**config.mk**
```make
export PLATFORM = sky130hd
export DESIGN_NAME = i2s_rx_fifo
export DESIGN_NICKNAME = d
export VERILOG_FILES = /design/src/rtl/i2s_rx_fifo.sv
export SDC_FILE = /design/constraint.sdc
export NUM_CORES = 1
export LEC_CHECK = 0
export BUFFER_PORTS_ARGS = -buffer_cell sky130_fd_sc_hd__clkbuf_2
export CAP_MARGIN = 25
export CORE_MARGIN = 5
export CORE_UTILIZATION = 55
export DETAILED_ROUTE_END_ITERATION = 7
export GPL_TIMING_DRIVEN = 0
export PLACE_DENSITY = 0.75
export REMOVE_ABC_BUFFERS = 1
export SLEW_MARGIN = 20
export SYNTH_ARGS = -nofsm -noshare
export SYNTH_HDL_FRONTEND = slang
export SYNTH_SLANG_ARGS = --single-unit
export TNS_END_PERCENT = 30
```
**constraint.sdc**
```tcl
create_clock -name MCLK -period 6.5 [get_ports MCLK]
set_input_delay 0.325 -clock MCLK [delete_from_list [all_inputs] [get_ports MCLK]]
set_output_delay 0.325 -clock MCLK [all_outputs]
set_load 0.03 [all_outputs]
```
**src/rtl/i2s_rx_fifo.sv**
```systemverilog
// I2S / left-justified stereo receiver feeding a show-ahead frame FIFO.
// Latency: a frame is pushed 4 MCLK cycles after the BCLK rise carrying its last captured bit; VALID follows one cycle later.
// Backpressure: none toward the codec; a frame arriving while full with no pop is dropped and OVERFLOW latches.
//
// Ports:
//   MCLK     system clock, all logic runs here (>= 4x BCLK)
//   RESET    asynchronous active-low reset
//   BCLK     codec bit clock (asynchronous, oversampled)
//   LRCLK    codec frame clock, low = left slot, high = right slot
//   ADCDAT   codec serial data, MSB first
//   ENABLE   capture enable; low forces idle and flushes the FIFO
//   RD       pop request, ignored while VALID is low
//   LEFT     left sample of the oldest stored frame
//   RIGHT    right sample of the oldest stored frame
//   VALID    FIFO holds at least one frame
//   LEVEL    number of stored frames
//   OVERFLOW sticky flag: a frame was dropped
module i2s_rx_fifo #(
  parameter int DATA_W = 24,
  parameter int DEPTH  = 8,
  parameter int MODE   = 0
) (
  input  logic                     MCLK,
  input  logic                     RESET,
  input  logic                     BCLK,
  input  logic                     LRCLK,
  input  logic                     ADCDAT,
  input  logic                     ENABLE,
  input  logic                     RD,
  output logic [DATA_W-1:0]        LEFT,
  output logic [DATA_W-1:0]        RIGHT,
  output logic                     VALID,
  output logic [$clog2(DEPTH):0]   LEVEL,
  output logic                     OVERFLOW
);

  localparam int                AW   = $clog2(DEPTH);
  localparam logic [DATA_W-1:0] MSB  = {1'b1, {(DATA_W-1){1'b0}}};
  localparam logic [AW:0]       FULL = (AW+1)'(DEPTH);

  typedef enum logic [1:0] {ST_IDLE, ST_SYNC, ST_LEFT, ST_RIGHT} state_t;

  // ---------------------------------------------------------------
  // Input synchronisers and BCLK / LRCLK event detection
  // ---------------------------------------------------------------
  logic bclk_s1_q, bclk_s2_q, bclk_prev_q;
  logic lrck_s1_q, lrck_s2_q, lr_prev_q;
  logic adc_s1_q, adc_s2_q;
  logic bit_rise, lr_fall, lr_rise;

  always_ff @(posedge MCLK or negedge RESET) begin
    if (!RESET) begin
      bclk_s1_q   <= 1'b0;
      bclk_s2_q   <= 1'b0;
      bclk_prev_q <= 1'b0;
      lrck_s1_q   <= 1'b0;
      lrck_s2_q   <= 1'b0;
      adc_s1_q    <= 1'b0;
      adc_s2_q    <= 1'b0;
      lr_prev_q   <= 1'b0;
    end else begin
      bclk_s1_q   <= BCLK;
      bclk_s2_q   <= bclk_s1_q;
      bclk_prev_q <= bclk_s2_q;
      lrck_s1_q   <= LRCLK;
      lrck_s2_q   <= lrck_s1_q;
      adc_s1_q    <= ADCDAT;
      adc_s2_q    <= adc_s1_q;
      // LRCLK is only meaningful as sampled on BCLK rises
      if (bit_rise) lr_prev_q <= lrck_s2_q;
    end
  end

  assign bit_rise = bclk_s2_q & ~bclk_prev_q;
  assign lr_fall  = bit_rise &  lr_prev_q & ~lrck_s2_q;
  assign lr_rise  = bit_rise & ~lr_prev_q &  lrck_s2_q;

  // ---------------------------------------------------------------
  // Slot FSM
  // ---------------------------------------------------------------
  state_t            state_q, state_d;
  logic [DATA_W-1:0] sr_q, mask_q, left_q;
  logic              pushed_q;
  logic              slot_start, bit_take, latch_left, push;

  always_ff @(posedge MCLK or negedge RESET) begin
    if (!RESET) state_q <= ST_IDLE;
    else        state_q <= state_d;
  end

  always_comb begin
    state_d = state_q;
    case (state_q)
      ST_IDLE:  state_d = ST_SYNC;
      ST_SYNC:  if (lr_fall) state_d = ST_LEFT;
      ST_LEFT:  if (lr_rise) state_d = ST_RIGHT;
      ST_RIGHT: if (lr_fall) state_d = ST_LEFT;
      default:  state_d = ST_IDLE;
    endcase
    if (!ENABLE) state_d = ST_IDLE;
  end

  always_comb begin
    slot_start = 1'b0;
    bit_take   = 1'b0;
    latch_left = 1'b0;
    push       = 1'b0;
    if (ENABLE) begin
      case (state_q)
        ST_SYNC: slot_start = lr_fall;
        ST_LEFT: begin
          slot_start = lr_rise;
          latch_left = lr_rise;
          bit_take   = bit_rise & ~lr_rise;
        end
        ST_RIGHT: begin
          slot_start = lr_fall;
          bit_take   = bit_rise & ~lr_fall;
          // complete right word, or a short slot closed by the next left slot
          push       = ~pushed_q & ((mask_q == '0) | lr_fall);
        end
        default: ;
      endcase
    end
  end

  // ---------------------------------------------------------------
  // Bit capture: one-hot mask walks MSB->LSB so a short slot leaves
  // the untouched LSBs at zero.
  // ---------------------------------------------------------------
  always_ff @(posedge MCLK or negedge RESET) begin
    if (!RESET) begin
      sr_q     <= '0;
      mask_q   <= '0;
      left_q   <= '0;
      pushed_q <= 1'b0;
    end else begin
      if (slot_start) begin
        if (MODE == 1) begin
          sr_q   <= adc_s2_q ? MSB : '0;
          mask_q <= MSB >> 1;
        end else begin
          // Philips mode: the bit on the LRCLK-edge rise belongs to the old slot
          sr_q   <= '0;
          mask_q <= MSB;
        end
      end else if (bit_take && (mask_q != '0)) begin
        if (adc_s2_q) sr_q <= sr_q | mask_q;
        mask_q <= mask_q >> 1;
      end
      if (latch_left) left_q <= sr_q;
      if (slot_start)  pushed_q <= 1'b0;
      else if (push)   pushed_q <= 1'b1;
    end
  end

  // ---------------------------------------------------------------
  // Show-ahead frame FIFO
  // ---------------------------------------------------------------
  logic [2*DATA_W-1:0] mem [DEPTH];
  logic [AW-1:0]       wptr_q, rptr_q;
  logic [AW:0]         level_q, level_d;
  logic                ovf_q;
  logic                pop, full, wr_en, ovf_set;
  logic [2*DATA_W-1:0] head;

  assign pop     = RD & VALID;
  assign full    = (level_q == FULL);
  assign wr_en   = push & (~full | pop);
  assign ovf_set = push & full & ~pop;

  always_comb begin
    level_d = level_q + (AW+1)'(wr_en) - (AW+1)'(pop);
  end

  always_ff @(posedge MCLK) begin
    if (wr_en) mem[wptr_q] <= {left_q, sr_q};
  end

  always_ff @(posedge MCLK or negedge RESET) begin
    if (!RESET) begin
      wptr_q  <= '0;
      rptr_q  <= '0;
      level_q <= '0;
      ovf_q   <= 1'b0;
    end else if (!ENABLE) begin
      wptr_q  <= '0;
      rptr_q  <= '0;
      level_q <= '0;
      ovf_q   <= 1'b0;
    end else begin
      if (wr_en) wptr_q <= wptr_q + 1'b1;
      if (pop)   rptr_q <= rptr_q + 1'b1;
      level_q <= level_d;
      ovf_q   <= ovf_q | ovf_set;
    end
  end

  assign head     = mem[rptr_q];
  assign VALID    = (level_q != '0);
  // storage is not reset, so an empty FIFO presents zeros
  assign LEFT     = VALID ? head[2*DATA_W-1:DATA_W] : '0;
  assign RIGHT    = VALID ? head[DATA_W-1:0]        : '0;
  assign LEVEL    = level_q;
  assign OVERFLOW = ovf_q;

endmodule

```
### Yosys cells after proc, flatten, opt, wreduce, memory -nomap -nowiden

Memory sizes are Yosys's and may differ from the RTL's.
Index checks and enable logic that the tools add are counted.

| word-level totals | value |
|---|---|
| bits in registers | 94 |
| memories kept | 1 |
| bits in latches | 0 |
| memory bits (writable) | 384 |
| ROM bits | 0 |
| input bits | 7 |
| logic and storage cells | 94 |
| output and inout bits | 54 |

Memory list:

| name | depth | bits a word | rd ports | clocked after memory_dff | write ports | RTL line | text |
|---|---|---|---|---|---|---|---|
| mem | 8 | 48 | 1 | 0 | 1 | 160 | `logic [2*DATA_W-1:0] mem [DEPTH];` |

| operators by class | value |
|---|---|
| $mul | 0 |
| bitwise logic cells | 24 |
| shift-type cells | 0 |
| reductions and logical operators | 11 |
| $add $sub $neg | 4 |
| divide/modulo/power cells | 0 |
| muxes and demuxes | 29 |
| magnitude comparators | 0 |
| eq/ne operators | 8 |

Operator list:

| kind | number |
|---|---|
| $mux 24 | 7 |
| $logic_not 24->1 | 1 |
| $or 24x24->24 | 1 |
| $reduce_bool 24->1 | 1 |
| $and 1x1->1 | 12 |
| $mux 3 | 4 |
| $mux 1 | 11 |
| $not 1->1 | 8 |
| $add 3x1->3 const B | 2 |
| $mux 2 | 3 |
| $pmux 2 s3 | 1 |
| $reduce_bool 2->1 | 3 |
| $add 4x1->4 | 1 |
| $eq 2x2->1 const B | 2 |
| $eq 4x4->1 const B | 1 |
| $mux 4 | 1 |
| $ne 2x1->1 const B | 2 |
| $pmux 1 s2 | 2 |
| $reduce_and 2->1 | 2 |
| $reduce_bool 4->1 | 1 |
| $sub 4x1->4 | 1 |
| $ne 3x2->1 const B | 1 |
| $ne 3x3->1 const B | 1 |
| $or 1x1->1 | 3 |
| other kinds (4) | 4 |

### Logic depth before layout (Yosys ltp)

Gate-level depths: netlist of the first run.

| depth | value |
|---|---|
| word-level depth | 12 |
| mapped depth | 12 |
| gate-level depth less buffers | 12 |

### Worst setup path before layout of the first run

OpenSTA, ideal clock, no wires.

| path | value |
|---|---|
| path type | register to register |
| start | reg level_q[2], in the netlist LEVEL[2] |
| end | mem mem[5][0] (netlist bit) (enable) |
| period minus slack after synthesis | 6.995 ns |
| data required time | 5.910 ns |
| buffers on the path | 0 |
| setup slack | -0.495 ns |
| setup time | 0.590 ns |
| arrival time | 6.405 ns |
| stages on the path, launching flop included | 7 |
| path through | dfrtp_1 inv_1 ha_1 nor2b_1 nor4b_1 a2111o_1 nor4b_1 |

| between the ends | value |
|---|---|
| word-level cells in the longest chain between the ends | 6 |
| elaborated cells between the ends (all ways) | 8 |
| classes of those cells | 1 x eq/ne; 2 x mux; 4 x bitwise; 1 x reduce/logical |

Ends and longest elaborated chain:

| item | RTL line | text |
|---|---|---|
| start: declaration | 162 | `logic [AW:0] level_q, level_d;` |
| start signal: assignment | 194 | `level_q <= level_d;` |
| $reduce_bool 4->1 / $eq 4x4->1 (equally long branches) | 200, 168 |  |
| $and 1x1->1 / $not 1->1 (equally long branches) | 167, 169 |  |
| $or 1x1->1 (*) | 169 | `assign wr_en = push & (~full \| pop);` |
| $and 1x1->1 (*) | 169 |  |
| $mux 1 (*) | 177 | `if (wr_en) mem[wptr_q] <= {left_q, sr_q};` |
| $mux 1 (not written as such) (*) | 177 |  |
| end: declaration | 160 |  |

Mark *: on every way between the ends. The rest lies on a longest branch, timed or not.

### Worst setup path in the final report of the first run

| path | value |
|---|---|
| start | reg mask_q[3] |
| end | mem mem[5][45] (netlist bit) (enable) |

| between the ends | value |
|---|---|
| word-level cells in the longest chain between the ends | 8 |

Ends and longest elaborated chain:

| item | RTL line | text |
|---|---|---|
| start: declaration | 82 | `logic [DATA_W-1:0] sr_q, mask_q, left_q;` |
| start signal: assignment | 141 | `mask_q <= MSB >> 1;` |
| start signal: assignment | 149 | `mask_q <= mask_q >> 1;` |
| $logic_not 24->1 | 120 | `push = ~pushed_q & ((mask_q == '0) \| lr_fall);` |
| $or 1x1->1 | 120 |  |
| $and 1x1->1 | 120 |  |
| $mux 1 | 109 | `case (state_q)` |
| $mux 1 | 108 | `if (ENABLE) begin` |
| $and 1x1->1 | 169 |  |
| $mux 1 | 177 |  |
| $mux 1 (not written as such) | 177 |  |

No other way between the ends.

==> summary.txt, run 1 <==
H-tree Lvls - 2
Die H - 193 µm
Worst path slowest cell - a2111o_1
R2R Path Start - mask_q[3]
RSZ-0062 raised after global routing - no
final setup fails - 0
worst vdd ir - 0.000326 V
largest net degree at the start of global routing - 83
global-route wire length before repair - 57300 µm
Die Footprint - 0.0373 mm²
Via density - 5.82
Top Ports - 61
Mapped Avg Cell Area - 19.7 µm²
GR Util All Layers - 0.195
post-synth top area share - 0.624
hold_buf cts - 4
post-cts resize count - 0
share of cells above drive strength 1 - 0.295
PortBufs - 60
Worst-Margin Slew - 0.903 ns
Worst Skew - 0.0150 ns
Hold Crit Class - input port to register
Data arrival, critical path - 4.43 ns
main flop type after synthesis - edfxtp_1
Initial DRC Count - 671
slowest stage delay, CP - 0.79 ns
total gr overflow - 0
Min Hold Slack - 0.107 ns
Max Freq - 239 MHz
Ys Warns - 0
CP Launch Type - register
Cell Area, Synth - 0.0185 mm²
clock latency at the later pin of the worst-skew pair - 0.54 ns
clk sinks - 478
hpwl dp - 23600 µm
dominant cells by area after synthesis - edfxtp_1, dfrtp_1, mux4_2
FF+latch count, synth - 478
EDFF count, synth - 384
commonest non-fill, non-tap cell in the layout - edfxtp_1
Post-Synthesis Cells - 938
Crit Path Max Fanout - 11
crit-path most repeated cell - buf_4
critical path cell sequence - nor4_1 > nand4_1 > a2111o_1 > nor4b_2 > buf_4 > buf_2 > buf_4 > buf_2 > buf_4
fin crit period - 4.18 ns
Clock Tree Root - clkbuf_16
ant diodes - 0
Pwr per Cell Area - 368 mW/mm²
Worst Hold Launch - RD
max cap viols - 0
post-route ant nets - 0
most frequent cells in the layout - edfxtp_1, mux4_2, dfrtp_1, mux2i_1, clkbuf_2
Clock Path Buffers - 3
Core ar. - 0.0334 mm²
critical path launch point - mask_q[3]
CP required - 6.75 ns
Yosys top cell by area - edfxtp_1
Final Hold Viols - 0
# rows - 67
Initial Utilization - 0.554
DRT Wirelength - 36100 µm
sequential-to-total area share from yosys stat - 0.752
unique cell type count in the Yosys netlist - 53
crit end category - register
Pre-antenna DRT Iters - 5
Final #Nets - 1102
CTS clk-pin slew, worst paths - 0.06 ns
number of global-route vias before repair - 9700
Filler cells - 2250
fin crit share - 0.643
remaining design rule violation count - 0
Max-slew headroom - 0.396
Place WS - 2.34 ns
Final WS setup - 2.32 ns
largest delay contributor family on the critical path - simple AND/OR/NAND/NOR gates
leakage power total - 7.33 nW
via count - 9151
Chip Width - 193 µm
Slew Limit Fails - 0
Routability Congestion - 0.750
reg2reg setup slack - 2.32 ns
Setup Buffers After CTS - 0
crit path kind - register to register
WP buf/inv - 5
outcome - finished clean
Synth async-reset ratio - 0.197
CTS tree - done
Area growth syn-to-layout - 16.8%
drt wl/cell - 23.0 µm
setup TNS - 0 ns
initial antenna violation count - 0
Num CTS Buffers - 46
## worst reg2reg max path: cells and delay by family, from the launching register on
family	cells	cell delay, ns
AOI/OAI and AO/OA	1	0.79
buffers and inverters	5	1.07
DFF	1	0.39
and+or+nand+nor	3	1.64
## flip-flops by register name, summed over array words and instances (netlist names)
register,count
LEVEL,4
OVERFLOW,1
adc_s1_q,1
adc_s2_q,1
bclk_prev_q,1
bclk_s1_q,1
bclk_s2_q,1
left_q,24
lr_prev_q,1
lrck_s1_q,1
lrck_s2_q,1
mask_q,24
mem,384
pushed_q,1
rptr_q,3
sr_q,24
state_q,2
wptr_q,3
## area by class of cell
type	instances	area [µm²]	area share
clock buffer	63	1290	0.0596
timing repair buffer	147	1190	0.0552
inverter	13	48.8	0.00226
multi-input combinational	401	4410	0.204
tap	448	561	0.0260
sequential	478	13900	0.644
clock inverter	21	186	0.00864
## through the flow
stage	utilization	std cells	total power, mW	area, µm²
2_1_floorplan	-	892	4.97	18300
3_3_place_gp	0.573	1400	5.60	19100
3_5_place_dp	0.601	1483	5.47	20100
4_1_cts	0.647	1571	8.03	21600
5_1_grt	0.647	1571	8.28	21600
6_report	0.647	1571	7.93	21600
## routing by layer
layer	part of all wire	vias to the layer above	GRT usage
met1	0.43	4783	0.286
met4	0.023	0	0.0498
met3	0.056	60	0.0311
met5	0	-	0
met2	0.49	293	0.315
li1	-	4015	-
## cell families after synthesis
group / Yosys count / synth area share
flops: 478 / 0.752
mux: 195 / 0.172
simple gates: 150 / 0.0404
buf+inv: 59 / 0.0138
compound gates: 44 / 0.0141
fa+ha+maj: 8 / 0.00583
xor+xnor: 4 / 0.00190
## power breakdown
group | internal [mW] | total [mW] | switching, mW
logic | 0.828 | 1.99 | 1.16
registers | 3.29 | 3.37 | 0.0775
clock network | 1.50 | 2.57 | 1.07
total | 5.63 | 7.93 | 2.30
## Yosys cell counts, drive strengths merged, types with 2 or more instances
| master | count |
|---|---|
| mux4 | 96 |
| a21o | 2 |
| nand4b | 2 |
| buf | 23 |
| edfxtp | 384 |
| ha | 7 |
| and3b | 2 |
| nand4 | 2 |
| or3b | 2 |
| nor4b | 5 |
| nor4 | 8 |
| dfrtp | 94 |
| xnor2 | 3 |
| o211ai | 2 |
| nor2b | 3 |
| and2 | 5 |
| nand2 | 55 |
| clkbuf | 23 |
| nand3 | 3 |
| mux2i | 74 |
| nand2b | 2 |
| inv | 13 |
| nor3 | 2 |
| o21ai | 29 |
| mux2 | 25 |
| nor2 | 53 |
| a21oi | 4 |
## final timing paths
| check | end | cells past startpoint |
|---|---|---|
| min in group asynchronous | left_q[10] | 2 |
| worst max-delay path | mem[5][45] | 9 |
| worst min-delay path | rptr_q[1] | 3 |
| worst min register to register | lrck_s2_q | 0 |
| worst max register to register | mem[5][45] | 9 |
| max in group asynchronous | sr_q[23] | 3 |
No activity file was read; power rests on OpenSTA's default activity.
==> run 2: changes to the inputs <==
--- a/config.mk
+++ b/config.mk
@@ -5,13 +5,14 @@
 export SDC_FILE = /design/constraint.sdc
 export NUM_CORES = 1
 export LEC_CHECK = 0
+export ABC_AREA = 1
 export BUFFER_PORTS_ARGS = -buffer_cell sky130_fd_sc_hd__clkbuf_2
 export CAP_MARGIN = 25
 export CORE_MARGIN = 5
-export CORE_UTILIZATION = 55
+export CORE_UTILIZATION = 62
 export DETAILED_ROUTE_END_ITERATION = 7
 export GPL_TIMING_DRIVEN = 0
-export PLACE_DENSITY = 0.75
+export PLACE_DENSITY = 0.8
 export REMOVE_ABC_BUFFERS = 1
 export SLEW_MARGIN = 20
 export SYNTH_ARGS = -nofsm -noshare
==> constraint.sdc (replaced) <==
create_clock -name MCLK -period 4.07 [get_ports MCLK]
set_input_delay 0.2035 -clock MCLK [delete_from_list [all_inputs] [get_ports MCLK]]
set_output_delay 0.2035 -clock MCLK [all_outputs]
set_load 0.03 [all_outputs]
==> run 2 against run 1 <==
Clock power up 55%. Clock-buffer cell count up 6. Sequential share of layout area about the same. Design area about the same. Sequential cell count unchanged. Setup slack worse by 2.0 ns. Largest power group unchanged. First-iteration DRC count up 89%. Register-to-register slack worse by 2.0 ns. Synthesized area up 3.4%. Core utilization up 6.1 points. Maximum frequency up 11%.
==> summary.txt, run 2 <==
outcome - finished clean (unchanged)
H-tree Lvls - 2 (unchanged)
post-route ant nets - 0 (unchanged)
most frequent cells in the layout - nor2_1, edfxtp_1, o21ai_0, dfrtp_1, o21ai_1 (was edfxtp_1, mux4_2, dfrtp_1, mux2i_1, clkbuf_2)
DRT Wirelength - 40000 µm (was 36100 µm)
Adder-Cell Fraction of Synth Area - 0.00563 (was 0.00583)
main flop type after synthesis - edfxtp_1 (unchanged)
hpwl dp - 22600 µm (was 23600 µm)
Worst Hold Launch - RD (unchanged)
RSZ-0062 raised after global routing - no (unchanged)
commonest cells in the netlist - nor2_1, edfxtp_1, o21ai_0 (was edfxtp_1, mux4_2, dfrtp_1)
Final WS setup - 0.313 ns (was 2.32 ns)
CP Launch Type - register (unchanged)
DP Area - 0.0201 mm² (about the same)
largest net degree at the start of global routing - 133 (was 83)
Initial DRC Count - 1268 (was 671)
Mapped Avg Cell Area - 12.2 µm² (was 19.7 µm²)
Final #Nets - 1636 (was 1102)
register with the most flip-flops - mem (unchanged)
Ys Warns - 0 (unchanged)
Pwr per Cell Area - 584 mW/mm² (was 368 mW/mm²)
global-route wire length before repair - 63400 µm (was 57300 µm)
sequential-to-total area share from yosys stat - 0.727 (was 0.752)
number of global-route vias before repair - 11949 (was 9700)
Area growth syn-to-layout - 12.9% (was 16.8%)
via count - 12130 (was 9151)
share of cells above drive strength 1 - 0.135 (was 0.295)
cell area after layout - 0.0216 mm² (about the same)
initial antenna violation count - 0 (unchanged)
CTS clk-pin slew, worst paths - 0.06 ns (about the same)
Chip Width - 186 µm (was 193 µm)
Slew Limit Fails - 0 (unchanged)
Num CTS Buffers - 44 (was 46)
drt wl/cell - 19.5 µm (was 23.0 µm)
ant diodes - 0 (unchanged)
Core ar. - 0.0305 mm² (was 0.0334 mm²)
Routability Congestion - 0.769 (was 0.750)
Initial Utilization - 0.626 (was 0.554)
leakage power total - 8.38 nW (was 7.33 nW)
Setup Buffers After CTS - 0 (unchanged)
Hold Crit Class - input port to register (unchanged)
crit path kind - register to register (unchanged)
FF+latch count, synth - 478 (unchanged)
Max Freq - 266 MHz (was 239 MHz)
Clock Path Buffers - 3 (unchanged)
Max-slew headroom - 0.431 (was 0.396)
commonest non-fill, non-tap cell in the layout - nor2_1 (was edfxtp_1)
EDFF count, synth - 384 (unchanged)
worst vdd ir - 0.000689 V (was 0.000326 V)
Compound-Gate Fraction of Synth Area - 0.102 (was 0.0141)
critical path launch point - LEVEL[2] (was mask_q[3])
fin crit period - 3.76 ns (was 4.18 ns)
Synth Area in XOR/XNOR - 0.000917 (was 0.00190)
worst reg2reg path endpoint - mem[5][22] (was mem[5][45])
fin cells - 2053 (was 1571)
Post-Synthesis Cells - 1560 (was 938)
Final Hold Viols - 0 (unchanged)
Crit Path Max Fanout - 50 (was 11)
Yosys top cell by area - edfxtp_1 (unchanged)
Clock Tree Root - clkbuf_16 (unchanged)
Via density - 5.91 (was 5.82)
remaining design rule violation count - 0 (unchanged)
clk sinks - 478 (unchanged)
Place WS - 0.374 ns (was 2.34 ns)
main combinational cell family by area after synthesis - simple AND/OR/NAND/NOR gates (was multiplexers)
Die Footprint - 0.0344 mm² (was 0.0373 mm²)
unique cell type count in the Yosys netlist - 32 (was 53)
clock latency at the later pin of the worst-skew pair - 0.54 ns (about the same)
Power Total - 12.6 mW (was 7.93 mW)
Worst Skew - 0.0181 ns (was 0.0150 ns)
Die H - 186 µm (was 193 µm)
end of the critical path - mem[5][22] (was mem[5][45])
PortBufs - 60 (unchanged)
top-count cell post-synth - nor2_1 (was edfxtp_1)
Cell Area, Synth - 0.0191 mm² (was 0.0185 mm²)
crit end category - register (unchanged)
dominant cells by area after synthesis - edfxtp_1, dfrtp_1, nor2_1 (was edfxtp_1, dfrtp_1, mux4_2)
Synth async-reset ratio - 0.197 (unchanged)
multiplexer area fraction after synthesis - 0.0136 (was 0.172)
max reg flops - 384 (unchanged)
Min Hold Slack - 0.0366 ns (was 0.107 ns)
reg2reg setup slack - 0.31 ns (was 2.32 ns)
post-synth top area share - 0.603 (was 0.624)
final setup fails - 0 (unchanged)
simple logic cell fraction of the synthesized area - 0.112 (was 0.0404)
Data arrival, critical path - 4.01 ns (was 4.43 ns)
CTS tree - done (unchanged)
max cap viols - 0 (unchanged)
total gr overflow - 0 (unchanged)
R2R Path Start - LEVEL[2] (was mask_q[3])
R2R cell count - 12 (was 9)
# rows - 64 (was 67)
Filler cells - 1929 (was 2250)
Worst-Margin Slew - 0.850 ns (was 0.903 ns)
Pre-antenna DRT Iters - 6 (was 5)
GR Util All Layers - 0.235 (was 0.195)
fin crit share - 0.923 (was 0.643)
Top Ports - 61 (unchanged)
Cells after DPL - 1966 (was 1483)
CP required - 4.32 ns (was 6.75 ns)
==> run 2: cell types whose count changed in the layout (fill, tap and decap cells not counted), sizes merged, moves of 5 or more <==
cell,delta
o32ai,+48
nor2,+381
nor3,+5
nand3,+8
inv,+54
buf,-41
mux4,-96
and2,-5
clkbuf,+6
o21ai,+261
mux2i,-74
nand2,+31
nor4,-8
nor4b,-5
==> run 2: final cells by class <==
cell class | count | area (µm²) | area share
clock inverters | 13 | 97.6 | 0.00452
clock buffers | 69 | 1330 | 0.0615
repair buffers | 107 | 962 | 0.0446
inverters | 66 | 258 | 0.0119
multi-input cells | 924 | 4540 | 0.210
flip-flops and latches | 478 | 13900 | 0.644
well taps | 396 | 495 | 0.0230
==> run 2: worst max-delay path: stages, from the launching register on <==
cell,delay (ns)
dfrtp_1,0.36
inv_1,0.08
ha_1,0.23
nand2_4,0.56
nand2_1,0.28
inv_1,0.19
nor2_1,0.08
inv_1,0.12
nand3_2,0.21
nor3_2,0.71
buf_4,0.33
buf_6,0.17
buf_6,0.15
==> run 2: logic make-up after synthesis <==
family                   after synthesis
flip-flops                           478
adder cells (fa/ha/maj)                8
XOR/XNOR                               2
buffers and inverters                158
AO/OA/AOI/OAI                        348
AND/OR/NAND/NOR                      543
multiplexers                          23
==> run 2: how the worst min path moves through the flow <==
stage | cells after the start | slack (ns) | endpoint
after global routing | 3 | 0.05 | rptr_q[0]
after detailed placement | 1 | 0.13 | left_q[6]
after floorplan | 0 | -0.09 | LEVEL[0]
after global placement | 1 | 0.31 | lrck_s1_q
final | 3 | 0.04 | rptr_q[0]
after CTS | 3 | 0.005 | rptr_q[0]
==> run 2: report_power, final <==
part           switching (mW)  internal (mW)  total [mW]  leakage, nW
clock                    1.68           2.31        3.99        0.704
combinational            2.12          0.902        3.02         2.66
sequential              0.216           5.38        5.59         5.01
==> run 2: repair_timing <==
action                    CTS  global route
hold endpoints to repair   98             0
hold buffers                5             0
resized for setup           0             0
==> run 2: stage by stage <==
stage           TNS, ns  utilization
2_1_floorplan   -647.60            -
3_3_place_gp   -2217.69        0.636
3_5_place_dp          0        0.659
4_1_cts               0        0.707
5_1_grt               0        0.707
6_report              0        0.707
==> run 2: per-layer routing <==
metal | vias to the layer above | global-route usage | wire length, µm
li1 | 5607 | - | -
met1 | 5925 | 0.335 | 16400
met2 | 515 | 0.388 | 19500
met3 | 83 | 0.0350 | 3140
met4 | 0 | 0.0644 | 966
met5 | - | 0 | 0
==> run 3: changes to the inputs <==
==> constraint.sdc (replaced) <==
create_clock -name MCLK -period 4.07 [get_ports MCLK]
set_input_delay 0.2035 -clock MCLK [delete_from_list [all_inputs] [get_ports MCLK]]
set_output_delay 0.2035 -clock MCLK [all_outputs]
set_load 0.1 [all_outputs]
==> run 3 against run 2 <==
First-iteration DRC count up 5.4%. Clock-buffer cell count did not move. Global-route usage unchanged. Wire length grew 1.3%. Critical path depth unchanged. Critical endpoint is now mem[5][12]. Clock power hardly changed.
==> summary.txt, run 3 (synthesis gave the netlist of run 2 again) <==
Storage cell area - 0.0139 mm² (unchanged)
critical path launch point - LEVEL[2] (unchanged)
fin crit period - 3.79 ns (was 3.76 ns)
CTS tree - done (unchanged)
global-route wire length before repair - 63400 µm (unchanged)
Crit Path Max Fanout - 50 (unchanged)
Filler cells - 1924 (was 1929)
Worst path slowest cell - nor3_2 (unchanged)
Worst Hold Launch - RD (unchanged)
critical path cell sequence - inv_1 > ha_1 > nand2_4 > nand2_1 > inv_1 > nor2_1 > inv_1 > nand3_2 > nor3_2 > buf_4 > buf_6 > buf_6 (unchanged)
Hold Crit Class - input port to register (unchanged)
max reg flops - 384 (unchanged)
crit end category - register (unchanged)
Pre-antenna DRT Iters - 6 (unchanged)
Final Hold Viols - 0 (unchanged)
commonest non-fill, non-tap cell in the layout - nor2_1 (unchanged)
Die Footprint - 0.0344 mm² (unchanged)
Chip Width - 186 µm (unchanged)
hpwl dp - 22600 µm (unchanged)
Max Freq - 264 MHz (was 266 MHz)
# rows - 64 (unchanged)
PortBufs - 60 (unchanged)
Cells after DPL - 1966 (unchanged)
Routability Congestion - 0.769 (unchanged)
Clock Tree Root - clkbuf_16 (unchanged)
largest delay contributor family on the critical path - simple AND/OR/NAND/NOR gates (unchanged)
number of global-route vias before repair - 11949 (unchanged)
remaining design rule violation count - 0 (unchanged)
initial antenna violation count - 0 (unchanged)
crit-path most repeated cell - inv_1 (unchanged)
worst reg2reg path endpoint - mem[5][12] (was mem[5][22])
Place WS - 0.374 ns (unchanged)
Hold Path Sink - rptr_q[0] (unchanged)
post-route ant nets - 0 (unchanged)
Final #Nets - 1637 (was 1636)
register with the most flip-flops - mem (unchanged)
Die H - 186 µm (unchanged)
most frequent cells in the layout - nor2_1, edfxtp_1, o21ai_0, dfrtp_1, o21ai_1 (unchanged)
H-tree Lvls - 2 (unchanged)
Min Hold Slack - 0.0389 ns (was 0.0366 ns)
crit path kind - register to register (unchanged)
fin cells - 2054 (was 2053)
WP depth - 12 (unchanged)
final setup fails - 0 (unchanged)
leakage power total - 8.40 nW (was 8.38 nW)
R2R cell count - 12 (unchanged)
worst vdd ir - 0.000879 V (was 0.000689 V)
clock latency at the later pin of the worst-skew pair - 0.54 ns (about the same)
DRT Wirelength - 40600 µm (was 40000 µm)
Initial Utilization - 0.626 (unchanged)
WHS Path Cells - 3 (unchanged)
Initial DRC Count - 1337 (was 1268)
clk sinks - 478 (unchanged)
WP buf/inv - 6 (unchanged)
Slew Limit Fails - 0 (unchanged)
Num CTS Buffers - 44 (unchanged)
R2R Path Start - LEVEL[2] (unchanged)
Max-slew headroom - 0.419 (was 0.431)
slowest stage delay, CP - 0.72 ns (was 0.71 ns)
via count - 12172 (was 12130)
area of the multi-input gates - 0.00454 mm² (unchanged)
RSZ-0062 raised after global routing - no (unchanged)
CP Launch Type - register (unchanged)
Via density - 5.93 (was 5.91)
CP required - 4.32 ns (about the same)
reg2reg setup slack - 0.28 ns (was 0.31 ns)
max cap viols - 0 (unchanged)
Final WS setup - 0.281 ns (was 0.313 ns)
Data arrival, critical path - 4.04 ns (was 4.01 ns)
Area growth syn-to-layout - 13.0% (was 12.9%)
Top Ports - 61 (unchanged)
CTS clk-pin slew, worst paths - 0.06 ns (about the same)
Clock Path Buffers - 3 (unchanged)
Worst Skew - 0.0195 ns (was 0.0181 ns)
drt wl/cell - 19.7 µm (was 19.5 µm)
GR Util All Layers - 0.235 (unchanged)
share of cells above drive strength 1 - 0.135 (about the same)
Setup Buffers After CTS - 0 (unchanged)
ant diodes - 0 (unchanged)
total gr overflow - 0 (unchanged)
largest net degree at the start of global routing - 133 (unchanged)
outcome - finished clean (unchanged)
Core ar. - 0.0305 mm² (unchanged)
Worst-Margin Slew - 0.868 ns (was 0.850 ns)
Pwr per Cell Area - 653 mW/mm² (was 584 mW/mm²)
fin crit share - 0.931 (was 0.923)
-- run 3: cell types whose count changed in the layout (fill, tap and decap cells not counted), sizes merged --
cell  change
buf       +1
-- run 3: routing by layer --
metal | track usage | routed length, µm | part of all wire
met4 | 0.0644 | 880 | 0.022
met3 | 0.0350 | 3180 | 0.078
met1 | 0.335 | 16600 | 0.41
met2 | 0.388 | 19900 | 0.49
met5 | 0 | 0 | 0
-- run 3: power breakdown --
part | leakage (nW) | switching, mW | internal [mW] | total (mW)
clock | 0.704 | 1.68 | 2.31 | 3.99
sequential | 5.01 | 0.217 | 5.38 | 5.59
combinational | 2.68 | 3.62 | 0.908 | 4.52
-- run 3: area by class of cell --
class,instances,area share
tap,396,0.0229
clock buffer,69,0.0615
multi-input combinational,924,0.210
timing repair buffer,108,0.0457
inverter,66,0.0119
clock inverter,13,0.00452
sequential,478,0.643
-- run 3: worst register-to-register path, stage by stage (launching register included) --
cell and delay, ns:
dfrtp_1 0.36, inv_1 0.08, ha_1 0.23, nand2_4 0.57, nand2_1 0.29, inv_1 0.19, nor2_1 0.08, inv_1 0.12
nand3_2 0.20, nor3_2 0.72, buf_4 0.33, buf_6 0.17, buf_6 0.15
-- run 3: how the worst max path moves through the flow --
stage / endpoint / slack (ns)
2_1_floorplan: mem[5][0] / -3.08
3_3_place_gp: RIGHT[5] / -6.94
3_5_place_dp: mem[5][29] / 0.37
4_1_cts: RIGHT[0] / 0.19
5_1_grt: mem[5][28] / 0.07
6_report: mem[5][12] / 0.28
-- run 3: timing repair --
item / in CTS / in global routing
gates resized for setup: 0 / 1
endpoints found under the setup margin: 0 / 2
hold buffers: 5 / 0
endpoints found under the hold margin: 98 / 0
-- run 3: through the flow --
step           utilization  total power, mW  cell area [µm²]  TNS (ns)
3_3_place_gp         0.636             10.1            19400  -2226.71
3_5_place_dp         0.659             10.1            20100         0
5_1_grt              0.708             14.7            21600         0
2_1_floorplan            -             9.22            18600  -1048.54
4_1_cts              0.707             14.1            21600         0
6_report             0.708             14.1            21600         0
